===== src/rtl/pf_iod_read_train_ctrl.sv =====
// Per-lane IOD read-training controller: sweeps the delay line, finds the widest passing eye window, recentres on it.
// Optional IOD_TRAIN_LOG_EN adds a per-tap grading log (log_valid/log_tap/log_pass).
module pf_iod_read_train_ctrl #(
   parameter int TAP_W      = 8,
   parameter int MAX_TAP    = 127,
   parameter int SETTLE_CYC = 4,
   parameter int DWELL_CYC  = 16,
   parameter int MIN_WIN    = 8
) (
   input  logic             FAB_CLK,
   input  logic             ARST,
   input  logic             start,
   input  logic             em_early,
   input  logic             em_late,
   input  logic             dl_oor,
   output logic             dl_load,
   output logic             dl_move,
   output logic             dl_dir,
   output logic             em_clear,
   output logic             busy,
   output logic             done,
   output logic             fail,
`ifdef IOD_TRAIN_LOG_EN
   output logic             log_valid,
   output logic [TAP_W-1:0] log_tap,
   output logic             log_pass,
`endif
   output logic [TAP_W-1:0] center_tap,
   output logic [TAP_W-1:0] win_width
);

   localparam int LW      = TAP_W + 1;
   localparam int CNT_MAX = (SETTLE_CYC > DWELL_CYC) ? SETTLE_CYC : DWELL_CYC;
   localparam int CNT_W   = $clog2(CNT_MAX + 1);

   typedef enum logic [3:0] {
      IDLE, LOAD, CLEAR, SETTLE, SAMPLE, GRADE, STEP, CALC, CENTER, DONE, FAIL
   } state_t;

   state_t           r_state, w_next;
   logic [CNT_W-1:0] r_cnt;
   logic [TAP_W-1:0] r_tap, r_runStart, r_bestStart, r_centre;
   logic [LW-1:0]    r_bestLen;
   logic             r_runOpen, r_flag, r_oor;

   logic             w_pass, w_last, w_centerMove, w_move, w_candValid;
   logic [TAP_W-1:0] w_curStart, w_candStart;
   logic [LW-1:0]    w_candLen;

   assign w_pass       = !r_flag && !r_oor;
   assign w_last       = (r_tap == TAP_W'(MAX_TAP)) || r_oor;
   assign w_curStart   = r_runOpen ? r_runStart : r_tap;
   assign w_centerMove = (r_cnt == '0) && (r_tap > r_centre);

   // A run that is still open is closed at the current tap on the last grade, or one tap back on a failing grade.
   always_comb begin
      w_candValid = 1'b0;
      w_candLen   = '0;
      w_candStart = '0;
      if (w_pass) begin
         if (w_last) begin
            w_candValid = 1'b1;
            w_candLen   = LW'(r_tap) - LW'(w_curStart) + LW'(1);
            w_candStart = w_curStart;
         end
      end else if (r_runOpen) begin
         w_candValid = 1'b1;
         w_candLen   = LW'(r_tap) - LW'(r_runStart);
         w_candStart = r_runStart;
      end
   end

   always_ff @(posedge FAB_CLK or posedge ARST) begin
      if (ARST) r_state <= IDLE;
      else      r_state <= w_next;
   end

   always_comb begin
      w_next = r_state;
      case (r_state)
         IDLE, DONE, FAIL: if (start) w_next = LOAD;
         LOAD:   w_next = CLEAR;
         CLEAR:  w_next = SETTLE;
         SETTLE: if (r_cnt == CNT_W'(SETTLE_CYC - 1)) w_next = SAMPLE;
         SAMPLE: if (r_cnt == CNT_W'(DWELL_CYC - 1)) w_next = GRADE;
         GRADE:  w_next = w_last ? CALC : STEP;
         STEP:   w_next = CLEAR;
         CALC:   w_next = (r_bestLen < LW'(MIN_WIN)) ? FAIL : CENTER;
         CENTER: if ((r_cnt == '0) && !(r_tap > r_centre)) w_next = DONE;
         default: w_next = IDLE;
      endcase
      w_move = (w_next == STEP) || ((r_state == CENTER) && w_centerMove);
   end

   // Sweep datapath: dwell counters, flag accumulation, run tracking and the centring walk.
   always_ff @(posedge FAB_CLK or posedge ARST) begin
      if (ARST) begin
         r_cnt       <= '0;
         r_tap       <= '0;
         r_runStart  <= '0;
         r_runOpen   <= 1'b0;
         r_bestStart <= '0;
         r_bestLen   <= '0;
         r_centre    <= '0;
         r_flag      <= 1'b0;
         r_oor       <= 1'b0;
      end else begin
         case (r_state)
            CLEAR: begin
               r_cnt  <= '0;
               r_flag <= 1'b0;
               r_oor  <= 1'b0;
            end
            SETTLE: r_cnt <= (w_next == SAMPLE) ? '0 : r_cnt + 1'b1;
            SAMPLE: begin
               r_cnt  <= (w_next == GRADE) ? '0 : r_cnt + 1'b1;
               r_flag <= r_flag | em_early | em_late;
               r_oor  <= r_oor | dl_oor;
            end
            GRADE: begin
               r_cnt     <= '0;
               r_runOpen <= w_pass && !w_last;
               if (w_pass) r_runStart <= w_curStart;
               if (w_candValid && (w_candLen > r_bestLen)) begin
                  r_bestLen   <= w_candLen;
                  r_bestStart <= w_candStart;
               end
               if (w_next == STEP) r_tap <= r_tap + 1'b1;
            end
            CALC: begin
               r_cnt    <= '0;
               r_centre <= r_bestStart + TAP_W'((r_bestLen - LW'(1)) >> 1);
            end
            CENTER: begin
               if (w_centerMove) begin
                  r_cnt <= CNT_W'(2);
                  r_tap <= r_tap - 1'b1;
               end else if (r_cnt != '0) begin
                  r_cnt <= r_cnt - 1'b1;
               end
            end
            default: r_cnt <= '0;
         endcase
         if (w_next == LOAD) begin
            r_tap       <= '0;
            r_runOpen   <= 1'b0;
            r_runStart  <= '0;
            r_bestLen   <= '0;
            r_bestStart <= '0;
         end
      end
   end

   // Outputs are registered from the next state so each pulse lines up with the state it belongs to.
   always_ff @(posedge FAB_CLK or posedge ARST) begin
      if (ARST) begin
         dl_load    <= 1'b0;
         dl_move    <= 1'b0;
         dl_dir     <= 1'b0;
         em_clear   <= 1'b0;
         busy       <= 1'b0;
         done       <= 1'b0;
         fail       <= 1'b0;
         center_tap <= '0;
         win_width  <= '0;
`ifdef IOD_TRAIN_LOG_EN
         log_valid  <= 1'b0;
         log_tap    <= '0;
         log_pass   <= 1'b0;
`endif
      end else begin
         dl_load  <= (w_next == LOAD);
         dl_move  <= w_move;
         em_clear <= (w_next == CLEAR);
         busy     <= !((w_next == IDLE) || (w_next == DONE) || (w_next == FAIL));
         done     <= (w_next == DONE);
         fail     <= (w_next == FAIL);
         if (w_next == LOAD)                             dl_dir <= 1'b1;
         else if ((r_state == CALC) && (w_next == CENTER)) dl_dir <= 1'b0;
         if (w_next == LOAD) begin
            win_width  <= '0;
            center_tap <= '0;
         end else begin
            if (r_state == CALC) win_width <= TAP_W'(r_bestLen);
            if ((r_state == CENTER) && (w_next == DONE)) center_tap <= r_tap;
         end
`ifdef IOD_TRAIN_LOG_EN
         log_valid <= (r_state == GRADE);
         if (r_state == GRADE) begin
            log_tap  <= r_tap;
            log_pass <= w_pass;
         end
`endif
      end
   end

endmodule


===== config.mk =====
export PLATFORM = sky130hd
export DESIGN_NAME = pf_iod_read_train_ctrl
export DESIGN_NICKNAME = d
export VERILOG_FILES = /design/src/rtl/pf_iod_read_train_ctrl.sv
export SDC_FILE = /design/constraint.sdc
export NUM_CORES = 1
export LEC_CHECK = 0
export ABC_AREA = 1
export BUFFER_PORTS_ARGS = -buffer_cell sky130_fd_sc_hd__clkbuf_2
export CAP_MARGIN = 20
export CORE_ASPECT_RATIO = 1.5
export CORE_MARGIN = 1
export CORE_UTILIZATION = 61
export CTS_CLUSTER_DIAMETER = 60
export DETAILED_ROUTE_END_ITERATION = 6
export GPL_TIMING_DRIVEN = 0
export PLACE_DENSITY_LB_ADDON = 0.1
export SYNTH_ARGS = -nofsm -noshare
export SYNTH_HDL_FRONTEND = slang
export SYNTH_SLANG_ARGS = --single-unit

===== constraint.sdc =====
create_clock -name FAB_CLK -period 11.6 [get_ports FAB_CLK]
set_clock_uncertainty 0.2 [all_clocks]
set_input_delay 1.16 -clock FAB_CLK [delete_from_list [all_inputs] [get_ports FAB_CLK]]
set_output_delay 1.16 -clock FAB_CLK [all_outputs]
set_load 0.01 [all_outputs]

==> flow_metrics.py <==
metrics = {
    "floorplanning": {
        "io_pins": 29,
        "die_w_um": 79.7,
        "die_y_um": 119,
        "initial_core_util": 0.625,
        "rows": 42,
        "die_area_um2": 9440,
        "core_um2": 8830,
    },
    "detailed_routing": {
        "num_vias": 4959,
        "final_antenna_net_count": 0,
        "drt_first_pass_iters": 5,
        "drt_iter0_markers": 287,
        "drc": 0,
        "viasPerCell": 5.60,
        "avgRoutedWirePerCell_um": 15.7,
        "wirelength_um": 13900,
    },
    "timing": {
        "worstMarginPinSlew_ns": 0.709,
        "min_period_ns": 4.71,
        "slew_viol_final": 0,
        "hold_viol": 0,
        "rsz0062_at_grt": "false",
        "post-route-period-util": 0.406,
        "timing.setup.tns_ns": 0,
        "fmax_ghz": 0.212,
        "finalSetupViolCount": 0,
        "relSlewSlack": 0.522,
    },
    "pwr": {
        "p_int_uw": 535,
        "power_density_nw_per_um2": 141,
        "p_total_uw": 862,
        "worst_ir_drop_vdd_v": 0.0000990,
        "power_frac_comb": 0.336,
        "seq_power_share": 0.370,
        "switching_share": 0.379,
        "netSwitchingPower_uw": 327,
        "power.leakage_nw": 3.36,
        "clockPowerShare": 0.294,
    },
    "setup_path": {
        "r2r-start": "r_runOpen",
        "worst-r2r-setup-slack_ns": 6.89,
        "crit_chain": "clkbuf_2 > clkbuf_1 > o21ai_0 > inv_1 > ha_1 > ha_1 > inv_1 > o21ai_0 > a31oi_1 > nand3_1 > nand3_1 > o21ai_0 > ha_1 > inv_1 > nor3_1 > nand4_1 > o2111ai_1 > nand2_1 > inv_2 > buf_4 > nand3_1 > nand2_1",
        "cp.required_ns": 11.67,
        "cp-start-kind": "flip-flop",
        "slowest_delay_ns": 0.65,
        "cpMaxStageDelayCell": "o21ai_0",
        "reg2reg_depth": 22,
        "timing.rr.end": "r_bestStart[7]",
        "critical_path_arrival_ns": 4.78,
        "critPathCaptureType": "flip-flop",
        "worstSetupPathType": "reg2reg",
        "cp_max_fo": 10,
    },
    "final_layout": {
        "layout.nets": 837,
        "area_delta_synth_final_pct": 10.4,
        "most-common-layout-cells": "nand2_1, inv_1, dfrtp_1",
        "multi_input_area_um2": 3080,
        "layout_commonest_cell": "nand2_1",
        "antennaDiodeCount": 0,
        "final-seq-area_um2": 1900,
        "final_layout_size_suffix_gt1_frac": 0.132,
        "nFillCells": 747,
    },
    "yosys": {
        "synthesis.area_um2": 5520,
        "synth-seq-cells": 76,
        "ys_warn_count": 0,
        "synth_cell_types": 40,
        "synth_fp_nets": 797,
        "ys_seq_area_frac": 0.345,
        "avgSynthCellArea_um2": 7.56,
        "syn_inst": 730,
    },
    "clocking": {
        "cts_tree": "done",
        "htreeDepth": 3,
        "hold_buffers": 0,
        "clkTransAtPathRegs_ns": 0.06,
        "cts.repair.resized": 0,
        "cts_setup_buffers": 0,
        "cts_buffers": 9,
        "root_buffer": "clkbuf_16",
        "insertion_delay_ns": 0.34,
        "clock_sinks": 76,
        "cts_buffer_depth": 2,
    },
    "grt": {
        "antenna_found_initial": 0,
        "first_global_vias": 4991,
        "gr-total-overflow": 0,
        "grt_usage": 0.313,
        "grt_max_degree": 57,
        "grt_pass1_wl_um": 22400,
    },
    "flow_run": {
        "drv_cap": 0,
    },
    "place": {
        "port_buffers": 28,
        "dp_hpwl_um": 10900,
        "place.gp.congestion": 0.909,
    },
    "hold_path": {
        "hold_path_class": "reg2reg",
        "whs_path_depth": 2,
        "whs_endpoint": "r_bestStart[2]",
        "min_from": "r_bestStart[2]",
    },
    "run_status": {
        "outcome": "complete, no violations",
    },
}
==> metal layers <==
layer / global-route usage / wire length, um / up-vias
met1: 0.341 / 5410 / 2341
met5: 0 / 0 / -
met4: 0.181 / 601 / 0
met2: 0.566 / 7330 / 123
met3: 0.0371 / 523 / 39
li1: - / - / 2456
==> how the worst max path moves through the flow <==
| stage | start | to | slack [ns] | cells after the start |
|---|---|---|---|---|
| after detailed placement | r_runOpen | r_bestStart[7] | 6.99 | 22 |
| final | r_runOpen | r_bestStart[7] | 6.89 | 22 |
| after CTS | r_runOpen | r_bestStart[7] | 6.97 | 22 |
| after floorplan | r_runOpen | r_bestStart[7] | 7.91 | 22 |
| after global placement | r_runOpen | r_bestStart[5] | 7.04 | 22 |
| after global routing | r_runOpen | r_bestStart[7] | 6.57 | 22 |
==> logic make-up (layout without fill, tap and decap cells) <==
group,Yosys count,after routing,synth area share
xor+xnor,19,19,0.0301
buf+inv,135,180,0.0979
flops,76,76,0.345
fa+ha+maj,61,61,0.144
mux,1,1,0.00204
compound gates,109,109,0.121
simple gates,329,329,0.260
==> power by group through the flow <==
stage / logic (mW) / registers (mW) / clock network, mW
after floorplan: 0.206 / 0.324 / 0
after global placement: 0.279 / 0.321 / 0
after detailed placement: 0.287 / 0.323 / 0
after CTS: 0.289 / 0.319 / 0.256
after global routing: 0.321 / 0.321 / 0.269
final: 0.290 / 0.319 / 0.253
==> cells in the mapped netlist (all sizes together) <==
master / n / area share
a21o: 2 / 0.0027
a21oi: 31 / 0.028
a22o: 1 / 0.0016
a31oi: 3 / 0.0034
a32o: 3 / 0.0054
buf: 7 / 0.011
clkbuf: 6 / 0.0043
dfrtp: 76 / 0.34
fa: 4 / 0.015
ha: 57 / 0.13
inv: 122 / 0.083
mux2: 1 / 0.0020
nand2: 205 / 0.14
nand3: 52 / 0.050
nand3b: 1 / 0.0014
nand4: 17 / 0.022
nor2: 40 / 0.030
nor3: 7 / 0.0073
nor4: 1 / 0.0011
o2111ai: 2 / 0.0032
o211ai: 12 / 0.024
o21ai: 50 / 0.045
o21bai: 1 / 0.0014
o22ai: 4 / 0.0057
or2: 6 / 0.0068
xnor2: 2 / 0.0032
xor2: 17 / 0.027
==> through the flow <==
stage	instance area (um2)	hold WS [ns]	std cells	setup WS, ns	util
CTS	6100	0.284	885	6.97	0.690
finish	6100	0.282	885	6.89	0.690
detailed placement	5830	0.269	869	6.99	0.660
floorplan	5520	0.246	730	7.91	-
global placement	5800	0.271	868	7.04	0.657
global route	6100	0.292	885	6.57	0.690
==> state kept, by name, indices dropped and copies added (netlist names) <==
signal and flops:
busy 1, r_cnt 5, r_centre 8, r_state 4
done 1, r_runOpen 1, em_clear 1, r_bestLen 9
r_flag 1, dl_move 1, dl_dir 1, r_oor 1
r_tap 8, dl_load 1, r_runStart 8, center_tap 8
r_bestStart 8, win_width 8, fail 1
==> worst max-delay path, delay by kind of cell, from the launching register on <==
kind                       cells  cell delay, ns
AOI/OAI and AO/OA              5            1.20
DFF                            1            0.36
adders and majority gates      3            1.00
buffers and inverters          7            1.03
and+or+nand+nor                7            0.85
==> layout make-up <==
type	count	share of cell area
flip-flops and latches	76	0.312
inverters	122	0.0755
plain buffers	13	0.0135
repair buffers	29	0.0275
clock inverters	6	0.00636
clock buffers	10	0.0376
well taps	110	0.0226
multi-input cells	519	0.505
Note: power is estimated with default switching activity, not from simulation.
